$ cat src/rtl/fxp_add_sub_pipe.sv
// fxp_add_sub_pipe: two-stage Q(WIDTH-FRAC).FRAC add/sub/accumulate pipeline with valid/ready handshakes.
// Build option: define FXP_ADD_SUB_SAT_EN to saturate overflowed results instead of wrapping them.
module fxp_add_sub_pipe #(
  parameter int WIDTH = 32,
  parameter int FRAC  = 24
) (
  input  logic             clk,
  input  logic             reset,
  input  logic             in_valid,
  output logic             in_ready,
  input  logic [1:0]       op,
  input  logic [WIDTH-1:0] x1,
  input  logic [WIDTH-1:0] x2,
  output logic             out_valid,
  input  logic             out_ready,
  output logic [WIDTH-1:0] y,
  output logic             errorwarning,
  output logic             ovf_sticky
);
  localparam logic [1:0] OP_ADD  = 2'b00;
  localparam logic [1:0] OP_SUB  = 2'b01;
  localparam logic [1:0] OP_ACC  = 2'b10;
  localparam logic [1:0] OP_LOAD = 2'b11;

  generate
    if (WIDTH < 8 || WIDTH > 64 || FRAC < 0 || FRAC > WIDTH) begin : g_bad_param
      $error("fxp_add_sub_pipe: WIDTH must be 8..64 and FRAC must be 0..WIDTH");
    end
  endgenerate

  logic             s1_valid_q, s1_valid_d;
  logic [1:0]       s1_op_q, s1_op_d;
  logic [WIDTH-1:0] s1_x1_q, s1_x1_d;
  logic [WIDTH-1:0] s1_x2_q, s1_x2_d;
  logic             out_valid_q, out_valid_d;
  logic [WIDTH-1:0] y_q, y_d;
  logic             ew_q, ew_d;
  logic [WIDTH-1:0] acc_q, acc_d;
  logic             sticky_q, sticky_d;

  logic             s2_advance;
  logic [WIDTH:0]   a_ext, b_ext, acc_ext, sum;
  logic             ovf;
  logic [WIDTH-1:0] res;

  always_comb begin
    s2_advance = !out_valid_q || out_ready;
    in_ready   = !s1_valid_q || s2_advance;

    a_ext   = {s1_x1_q[WIDTH-1], s1_x1_q};
    b_ext   = {s1_x2_q[WIDTH-1], s1_x2_q};
    acc_ext = {acc_q[WIDTH-1], acc_q};
    case (s1_op_q)
      OP_ADD:  sum = a_ext + b_ext;
      OP_SUB:  sum = a_ext - b_ext;
      OP_ACC:  sum = acc_ext + a_ext;
      default: sum = a_ext;
    endcase
    // A load is a plain sign-extended copy, so it can never flag overflow.
    ovf = (s1_op_q != OP_LOAD) && (sum[WIDTH] != sum[WIDTH-1]);
`ifdef FXP_ADD_SUB_SAT_EN
    if (ovf) res = sum[WIDTH] ? {1'b1, {(WIDTH-1){1'b0}}} : {1'b0, {(WIDTH-1){1'b1}}};
    else     res = sum[WIDTH-1:0];
`else
    res = sum[WIDTH-1:0];
`endif

    s1_valid_d  = s1_valid_q;
    s1_op_d     = s1_op_q;
    s1_x1_d     = s1_x1_q;
    s1_x2_d     = s1_x2_q;
    out_valid_d = out_valid_q;
    y_d         = y_q;
    ew_d        = ew_q;
    acc_d       = acc_q;
    sticky_d    = sticky_q;

    if (in_ready) begin
      s1_valid_d = in_valid;
      if (in_valid) begin
        s1_op_d = op;
        s1_x1_d = x1;
        s1_x2_d = x2;
      end
    end

    // acc moves on the same edge the result lands in S2, so the next op in S1 sees it.
    if (s2_advance) begin
      out_valid_d = s1_valid_q;
      if (s1_valid_q) begin
        y_d  = res;
        ew_d = ovf;
        if (s1_op_q == OP_ACC || s1_op_q == OP_LOAD) acc_d = res;
      end
    end

    if (out_valid_q && out_ready && ew_q) sticky_d = 1'b1;
  end

  always_ff @(posedge clk) begin
    if (reset) begin
      s1_valid_q  <= 1'b0;
      s1_op_q     <= '0;
      s1_x1_q     <= '0;
      s1_x2_q     <= '0;
      out_valid_q <= 1'b0;
      y_q         <= '0;
      ew_q        <= 1'b0;
      acc_q       <= '0;
      sticky_q    <= 1'b0;
    end else begin
      s1_valid_q  <= s1_valid_d;
      s1_op_q     <= s1_op_d;
      s1_x1_q     <= s1_x1_d;
      s1_x2_q     <= s1_x2_d;
      out_valid_q <= out_valid_d;
      y_q         <= y_d;
      ew_q        <= ew_d;
      acc_q       <= acc_d;
      sticky_q    <= sticky_d;
    end
  end

  assign out_valid    = out_valid_q;
  assign y            = y_q;
  assign errorwarning = ew_q;
  assign ovf_sticky   = sticky_q;
endmodule

$ cat config.mk
export PLATFORM = sky130hd
export DESIGN_NAME = fxp_add_sub_pipe
export DESIGN_NICKNAME = d
export VERILOG_FILES = /design/src/rtl/fxp_add_sub_pipe.sv
export SDC_FILE = /design/constraint.sdc
export NUM_CORES = 1
export LEC_CHECK = 0
export CAP_MARGIN = 5
export CORE_MARGIN = 3
export CORE_UTILIZATION = 56
export CTS_CLUSTER_DIAMETER = 50
export DETAILED_ROUTE_END_ITERATION = 8
export PLACE_DENSITY = 0.87
export SLEW_MARGIN = 20
export SYNTH_ARGS = -nofsm -noshare
export SYNTH_HDL_FRONTEND = slang
export SYNTH_SLANG_ARGS = --single-unit
export TNS_END_PERCENT = 5
$ cat constraint.sdc
create_clock -name clk -period 11.01 [get_ports clk]
set_clock_uncertainty 0.15 [all_clocks]
set_input_delay 2.202 -clock clk [delete_from_list [all_inputs] [get_ports clk]]
set_output_delay 2.202 -clock clk [all_outputs]
set_load 0.005 [all_outputs]
==> metrics.csv, run 1 <==
stage;metric;value;unit
run_status;status;finished, final reports clean;
critical_path;Worst Setup End Kind;primary output;
yosys;Yosys reg bits;134;
drt;Avg WL per Cell;16.5;um
place;input/output buffers;105;
drt;total iterations of the first detailed-routing run;6;
critical_path;Req. time, crit path;8.66;ns
die;IO Pins;106;
sta;Final Setup Violations;0;
die;die area;15500;sq um
drt;DR vias/cell;5.96;
die;FP Rows;42;
sta;Rel. slew slack;0.253;
cells_and_area;Final nets;1251;
cells_and_area;share of cells above drive strength 1;0.0570;
critical_path;CP Launch Type;input port;
yosys;Yosys Warn Count;0;
drt;drc violations;0;
cts;CTS root buf;clkbuf_16;
sta;Slew @ Worst Pin;1.12;ns
pwr;Worst VDD drop;0.000116;V
cts;CTS sink cnt;134;
yosys;Post-synth ARST share;0;
yosys;synthesized area;7860;sq um
grt;antenna violations before repair;0;
pwr;power share of the combinational group;0.186;
drt;routed wire length;22000;um
pwr;Design Power;1350;uW
yosys;Post-synth EDFFs;0;
pwr;Net Sw Power;393;uW
cts;H-Tree Depth;4;
yosys;Synth Flop Type;dfxtp_1;
cts;post_cts resized;0;
sta;Tmin final;5.98;ns
yosys;post-synth cell types;61;
sta;count of final hold-check violations;0;
pwr;Int Pwr;961;uW
cts;clk_lat worst skew;0.43;ns
place;hpwl dp;15100;um
yosys;sequential share of the synthesized area;0.341;
die;Starting Density;0.582;
cells_and_area;Area Overhead vs Synth;21.5;%
die;core outline area;13500;sq um
cts;hold_buf cts;0;
critical_path;CP Class;in2out;
yosys;Mapped Cells;1079;
cells_and_area;Ant. Diodes;0;
die;Die X;124;um
cts;TritonCTS buffer count;17;
grt;first-pass GRT wire length;35700;um
sta;final worst path period share;0.543;
cts;clk buf depth;2;
pwr;PwrDens;142;nW/um^2
cts;setup bufs post-CTS;0;
sta;unrepaired setup endpoints after global routing;no;
drt;Routed Antenna Nets;0;
place;Final GP Congestion;0.952;
drt;detailed router's first-iteration violation count;738;
cts;Worst-path clk slew;0.06;ns
worst_hold_path;HP Class;reg2reg;
yosys;mean post-synth cell area;7.29;sq um
drt;total number of vias;7940;
critical_path;worst path arrival time;3.63;ns
grt;Remaining Overflow, GRT;0;
cells_and_area;Layout Utilization;0.707;
pwr;share of power burned in registers;0.396;
grt;largest net degree at the start of global routing;77;
sta;Setup TNS;0;ns
grt;number of global-route vias before repair;7478;
pwr;Leak Pwr;0.00366;uW
die;Die Y;124;um
grt;total track usage;0.279;
yosys;syn nets;1186;
job;Max Cap Viol;0;
pwr;Sw Ratio;0.290;
sta;Peak Freq;167;MHz
cts;TritonCTS clock tree;built;
sta;Final Max Tran Viols;0;
critical_path;crit-path max FO;5;
pwr;Clk network pwr share;0.417;
cell families (layout without fill, tap and decap cells):
logic type               count (synthesis)  in the layout  share of synthesized area
XOR/XNOR                                26             26                     0.0299
adder cells (fa/ha/maj)                 37             37                     0.0598
AND/OR/NAND/NOR                        431            431                      0.237
multiplexers                            11             11                     0.0143
AO/OA/AOI/OAI                          328            328                      0.264
buffers and inverters                  112            190                     0.0544
flip-flops                             134            134                      0.341
power groups by stage:
stage | clock network, uW | registers (uW) | logic (uW)
after CTS | 569 | 536 | 250
final | 565 | 537 | 252
after global routing | 592 | 540 | 277
after detailed placement | 0 | 546 | 247
after global placement | 0 | 546 | 241
after floorplan | 0 | 539 | 164
stage by stage:
step,hold WS [ns],instance area (sq um),cells,setup WS [ns]
after floorplan,0.282,7860,1079,6.13
after global placement,0.292,8960,1301,5.06
after detailed placement,0.304,8960,1301,5.05
after CTS,0.315,9550,1333,5.04
after global routing,0.340,9550,1333,4.95
final,0.314,9550,1333,5.03
synth_stat cells (3+ instances only):
cell,instances,area (sq um)
a211oi_1,33,248
and2_1,4,25.0
nand4_1,9,56.3
dfxtp_1,134,2680
o22ai_1,18,113
a21oi_1,125,626
o21ai_0,55,275
buf_1,4,15.0
o21a_1,3,22.5
nor2_1,126,473
a31oi_1,6,37.5
a21o_1,19,143
xnor2_1,14,123
nor3_1,37,185
nand2_1,207,777
nand3_1,6,30.0
inv_1,43,161
nor2b_1,6,37.5
and4_1,4,35.0
nand3b_1,4,30.0
o211ai_1,7,52.6
nand2b_1,4,25.0
mux2i_1,9,90.1
or3_1,3,18.8
a22oi_1,3,22.5
o31a_1,21,184
xor2_1,11,96.3
o21bai_1,4,30.0
ha_1,36,450
and3_1,5,31.3
a32oi_1,11,96.3
clkbuf_1,64,240
nor4_1,8,50.1
routing by layer:
| layer | up-vias | wire, um | part of all wire | track usage |
|---|---|---|---|---|
| met3 | 75 | 1370 | 0.062 | 0.0622 |
| met4 | 0 | 707 | 0.032 | 0.127 |
| met2 | 326 | 11100 | 0.50 | 0.489 |
| met1 | 3600 | 8900 | 0.40 | 0.323 |
| li1 | 3939 | - | - | - |
| met5 | - | 0 | 0 | 0 |
placed cells by master, fill, tap and decap left out, types with 8 or more instances in the layout:
| cell | n |
|---|---|
| nand2_1 | 206 |
| dfxtp_1 | 134 |
| a21oi_1 | 125 |
| nor2_1 | 125 |
| clkdlybuf4s50_1 | 104 |
| o21ai_0 | 55 |
| inv_1 | 43 |
| nor3_1 | 37 |
| ha_1 | 35 |
| a211oi_1 | 33 |
| o31a_1 | 21 |
| a21o_1 | 19 |
| o22ai_1 | 18 |
| clkbuf_16 | 17 |
| xnor2_1 | 14 |
| xor2_1 | 11 |
| a32oi_1 | 11 |
| buf_4 | 11 |
| nand4_1 | 9 |
| mux2i_1 | 9 |
| nor4_1 | 8 |
state kept, by name (all words and copies together), names as in the netlist:
name,flops
out_valid,1
errorwarning,1
y,32
s1_op_q,2
s1_x1_q,32
s1_valid_q,1
s1_x2_q,32
ovf_sticky,1
acc_q,32
worst max-delay path, stage by stage:
cell	delay (ns)
clkdlybuf4s50_1	0.42
nor2b_1	0.36
nand2_1	0.17
clkdlybuf4s50_1	0.47
final timing paths:
check / startpoint / endpoint / slack [ns] / depth (start not counted)
worst max-delay path: out_ready / in_ready / 5.03 / 4
worst min-delay path: acc_q[19] / acc_q[19] / 0.31 / 2
worst max register to register: s1_x2_q[1] / acc_q[29] / 5.93 / 17
worst min register to register: acc_q[19] / acc_q[19] / 0.31 / 2
cell type report:
type / count / area (sq um)
tap: 176 / 220
sequential: 134 / 2680
clock inverter: 14 / 154
timing repair buffer: 115 / 1120
clock buffer: 18 / 439
multi-input combinational: 833 / 4770
inverter: 43 / 161
fill: 1093 / 3950
No activity file was read; power rests on OpenSTA's default activity.
==> inputs of run 2 (changes only) <==
--- a/config.mk
+++ b/config.mk
@@ -7,10 +7,10 @@
 export LEC_CHECK = 0
 export CAP_MARGIN = 5
 export CORE_MARGIN = 3
-export CORE_UTILIZATION = 56
+export CORE_UTILIZATION = 50
 export CTS_CLUSTER_DIAMETER = 50
 export DETAILED_ROUTE_END_ITERATION = 8
-export PLACE_DENSITY = 0.87
+export PLACE_DENSITY = 0.83
 export SLEW_MARGIN = 20
 export SYNTH_ARGS = -nofsm -noshare
 export SYNTH_HDL_FRONTEND = slang
==> constraint.sdc (replaced) <==
create_clock -name clk -period 5.5 [get_ports clk]
set_clock_uncertainty 0.15 [all_clocks]
set_input_delay 1.1 -clock clk [delete_from_list [all_inputs] [get_ports clk]]
set_output_delay 1.1 -clock clk [all_outputs]
set_load 0.005 [all_outputs]
==> run 2 against run 1 <==
Compared with the run above:
- total power rose by 110%
- sequential power rose by 100%
- hold slack got worse by 0.0069 ns
- via count fell by 0.42%
- critical path depth rose by 12
- combinational power rose by 98%
- setup slack got worse by 4.2 ns
- clock power rose by 120%
- utilization fell by 7.7 points
- cell area rose by 1.0%
- critical endpoint is now y[29]
- largest power group unchanged
==> metrics.csv, run 2 (same netlist as run 1, synthesis figures left out) <==
stage;metric;value;unit;change
cells_and_area;Ant. Diodes;0;;unchanged
grt;Remaining Overflow, GRT;0;;unchanged
die;Die X;131;um;+5.6%
die;FP Rows;45;;+7.1%
critical_path;Reg2Reg Depth;16;;-1
critical_path;slack of the worst reg-to-reg path;0.78;ns;-5.15 ns
critical_path;CP Launch Type;register;;
place;hpwl dp;16400;um;+8.4%
drt;drc violations;0;;unchanged
pwr;Clk network pwr share;0.440;;+0.023
place;input/output buffers;105;;unchanged
die;die area;17300;sq um;+11%
worst_hold_path;hold depth;2;;unchanged
cts;post_cts resized;0;;unchanged
drt;routed wire length;22800;um;+3.4%
grt;number of global-route vias before repair;7498;;+0.27%
cts;Worst-path clk slew;0.06;ns;about the same
sta;Peak Freq;212;MHz;
critical_path;worst path arrival time;4.85;ns;+1.22 ns
drt;Avg WL per Cell;16.7;um;+0.78%
pwr;PwrDens;292;nW/um^2;+110%
cells_and_area;Final nets;1253;;+0.16%
die;Die Y;131;um;+5.6%
drt;total number of vias;7907;;-0.42%
cells_and_area;commonest non-fill, non-tap cell in the layout;nand2_1;;
worst_hold_path;Hold Startpoint;acc_q[18];;
pwr;Worst VDD drop;0.000285;V;+150%
pwr;Leak Pwr;0.00370;uW;+1.1%
pwr;Int Pwr;2060;uW;+110%
cells_and_area;Area Overhead vs Synth;22.8;%;
cts;hold_buf cts;0;;unchanged
sta;Final Max Tran Viols;0;;unchanged
cts;TritonCTS buffer count;17;;unchanged
job;Max Cap Viol;0;;unchanged
drt;DR vias/cell;5.78;;-3.0%
grt;total track usage;0.261;;-0.0177
sta;count of final hold-check violations;0;;unchanged
cells_and_area;final cell count without fillers;1368;;+2.6%
drt;Routed Antenna Nets;0;;unchanged
critical_path;crit-path max FO;7;;+2
sta;Setup TNS;0;ns;unchanged
cts;setup bufs post-CTS;0;;unchanged
cells_and_area;share of cells above drive strength 1;0.0562;;-0.000864
grt;antenna violations before repair;0;;unchanged
pwr;power share of the combinational group;0.177;;-0.009
critical_path;r2r endpoint;y[29];;
sta;Rel. slew slack;0.335;;+0.0819
die;IO Pins;106;;unchanged
pwr;Net Sw Power;757;uW;+93%
drt;detailed router's first-iteration violation count;648;;-12%
cts;TritonCTS clock tree;built;;
cts;clk buf depth;2;;unchanged
critical_path;RR Startpoint;s1_x2_q[0];;
worst_hold_path;HP Class;reg2reg;;
die;core outline area;15300;sq um;+13%
sta;Final Setup Violations;0;;unchanged
pwr;share of power burned in registers;0.382;;-0.014
place;Inst Count DP;1338;;+2.8%
cts;CTS root buf;clkbuf_16;;
cts;CTS sink cnt;134;;unchanged
worst_hold_path;worst hold endpoint;acc_q[18];;
run_status;status;finished, final reports clean;;
pwr;Sw Ratio;0.268;;-0.0218
critical_path;CP Class;reg2reg;;
sta;Tmin final;4.72;ns;
grt;largest net degree at the start of global routing;99;;+29%
cts;clk_lat worst skew;0.43;ns;about the same
sta;Slew @ Worst Pin;0.997;ns;-0.123 ns
grt;first-pass GRT wire length;37100;um;+3.8%
cts;H-Tree Depth;4;;unchanged
critical_path;Worst Setup End Kind;register;;
die;Starting Density;0.513;;-0.0688
sta;unrepaired setup endpoints after global routing;no;;
place;Final GP Congestion;0.939;;-1.4%
drt;total iterations of the first detailed-routing run;5;;-1
sta;final worst path period share;0.858;;
cells_and_area;most frequent cells in the layout;nand2_1 (206), dfxtp_1 (134), a21oi_1 (125), nor2_1 (125), clkdlybuf4s50_1 (104);;
critical_path;Req. time, crit path;5.63;ns;-3.03 ns
## run 2: cell count changes in the layout (fill, tap and decap cells not counted), sizes merged
cell      delta
bufinv       +3
clkinvlp     -2
inv          -1
clkinv       -4
buf          +2
clkbuf       +2
## run 2: how the worst max path moves through the flow
stage          cells after the start        end        from  slack [ns]
3_3_place_gp                      17  acc_q[29]  s1_x2_q[1]        0.95
3_5_place_dp                      16      y[29]  s1_x2_q[0]        0.82
4_1_cts                           16      y[29]  s1_x2_q[0]        0.80
2_1_floorplan                     18  acc_q[28]  s1_x2_q[0]        1.47
5_1_grt                           19      y[31]  s1_x2_q[1]        0.24
6_report                          16      y[29]  s1_x2_q[0]        0.78
## run 2: layout make-up
cell class              count  area, sq um
clock inverters            10          178
multi-input cells         833         4770
clock buffers              20          457
fillers                  1360         5660
repair buffers            117         1140
inverters                  43          161
flip-flops and latches    134         2680
well taps                 211          264
## run 2: power by group through the flow
stage / logic [uW] / clock network, uW / registers, uW
floorplan: 328 / 0 / 1080
finish: 500 / 1240 / 1080
global route: 556 / 1290 / 1080
CTS: 499 / 1250 / 1080
global placement: 488 / 0 / 1100
detailed placement: 495 / 0 / 1100
## run 2: metrics by stage
step                      worst slack (ns)  total power [uW]   util  hold slack [ns]  instance area, sq um
after floorplan                       1.47              1410      -            0.282                  7860
after global placement               0.948              1580  0.589            0.297                  9020
after detailed placement             0.821              1590  0.589            0.300                  9020
after CTS                            0.795              2830  0.630            0.308                  9650
after global routing                 0.235              2930  0.630            0.345                  9650
final                                0.783              2820  0.630            0.308                  9650
## run 2: worst max-delay path: stages (launching register included)
cell and delay [ns]:
dfxtp_1 0.32, inv_1 0.09, ha_1 0.23, or4b_4 0.52, and2b_1 0.32, nand2_1 0.15
nor2_1 0.30, o31a_1 0.16, o22ai_1 0.08, ha_1 0.39, a21oi_1 0.21, o21ai_0 0.16
a211oi_2 0.38, o31a_1 0.35, nor2_1 0.10, a2111oi_0 0.46, o21ai_0 0.19
## run 2: layer usage
| metal | track usage | up-vias | wire length, um |
|---|---|---|---|
| met2 | 0.443 | 267 | 11200 |
| met5 | 0 | - | 0 |
| met3 | 0.0525 | 62 | 1300 |
| met4 | 0.128 | 0 | 823 |
| li1 | - | 3948 | - |
| met1 | 0.315 | 3630 | 9500 |
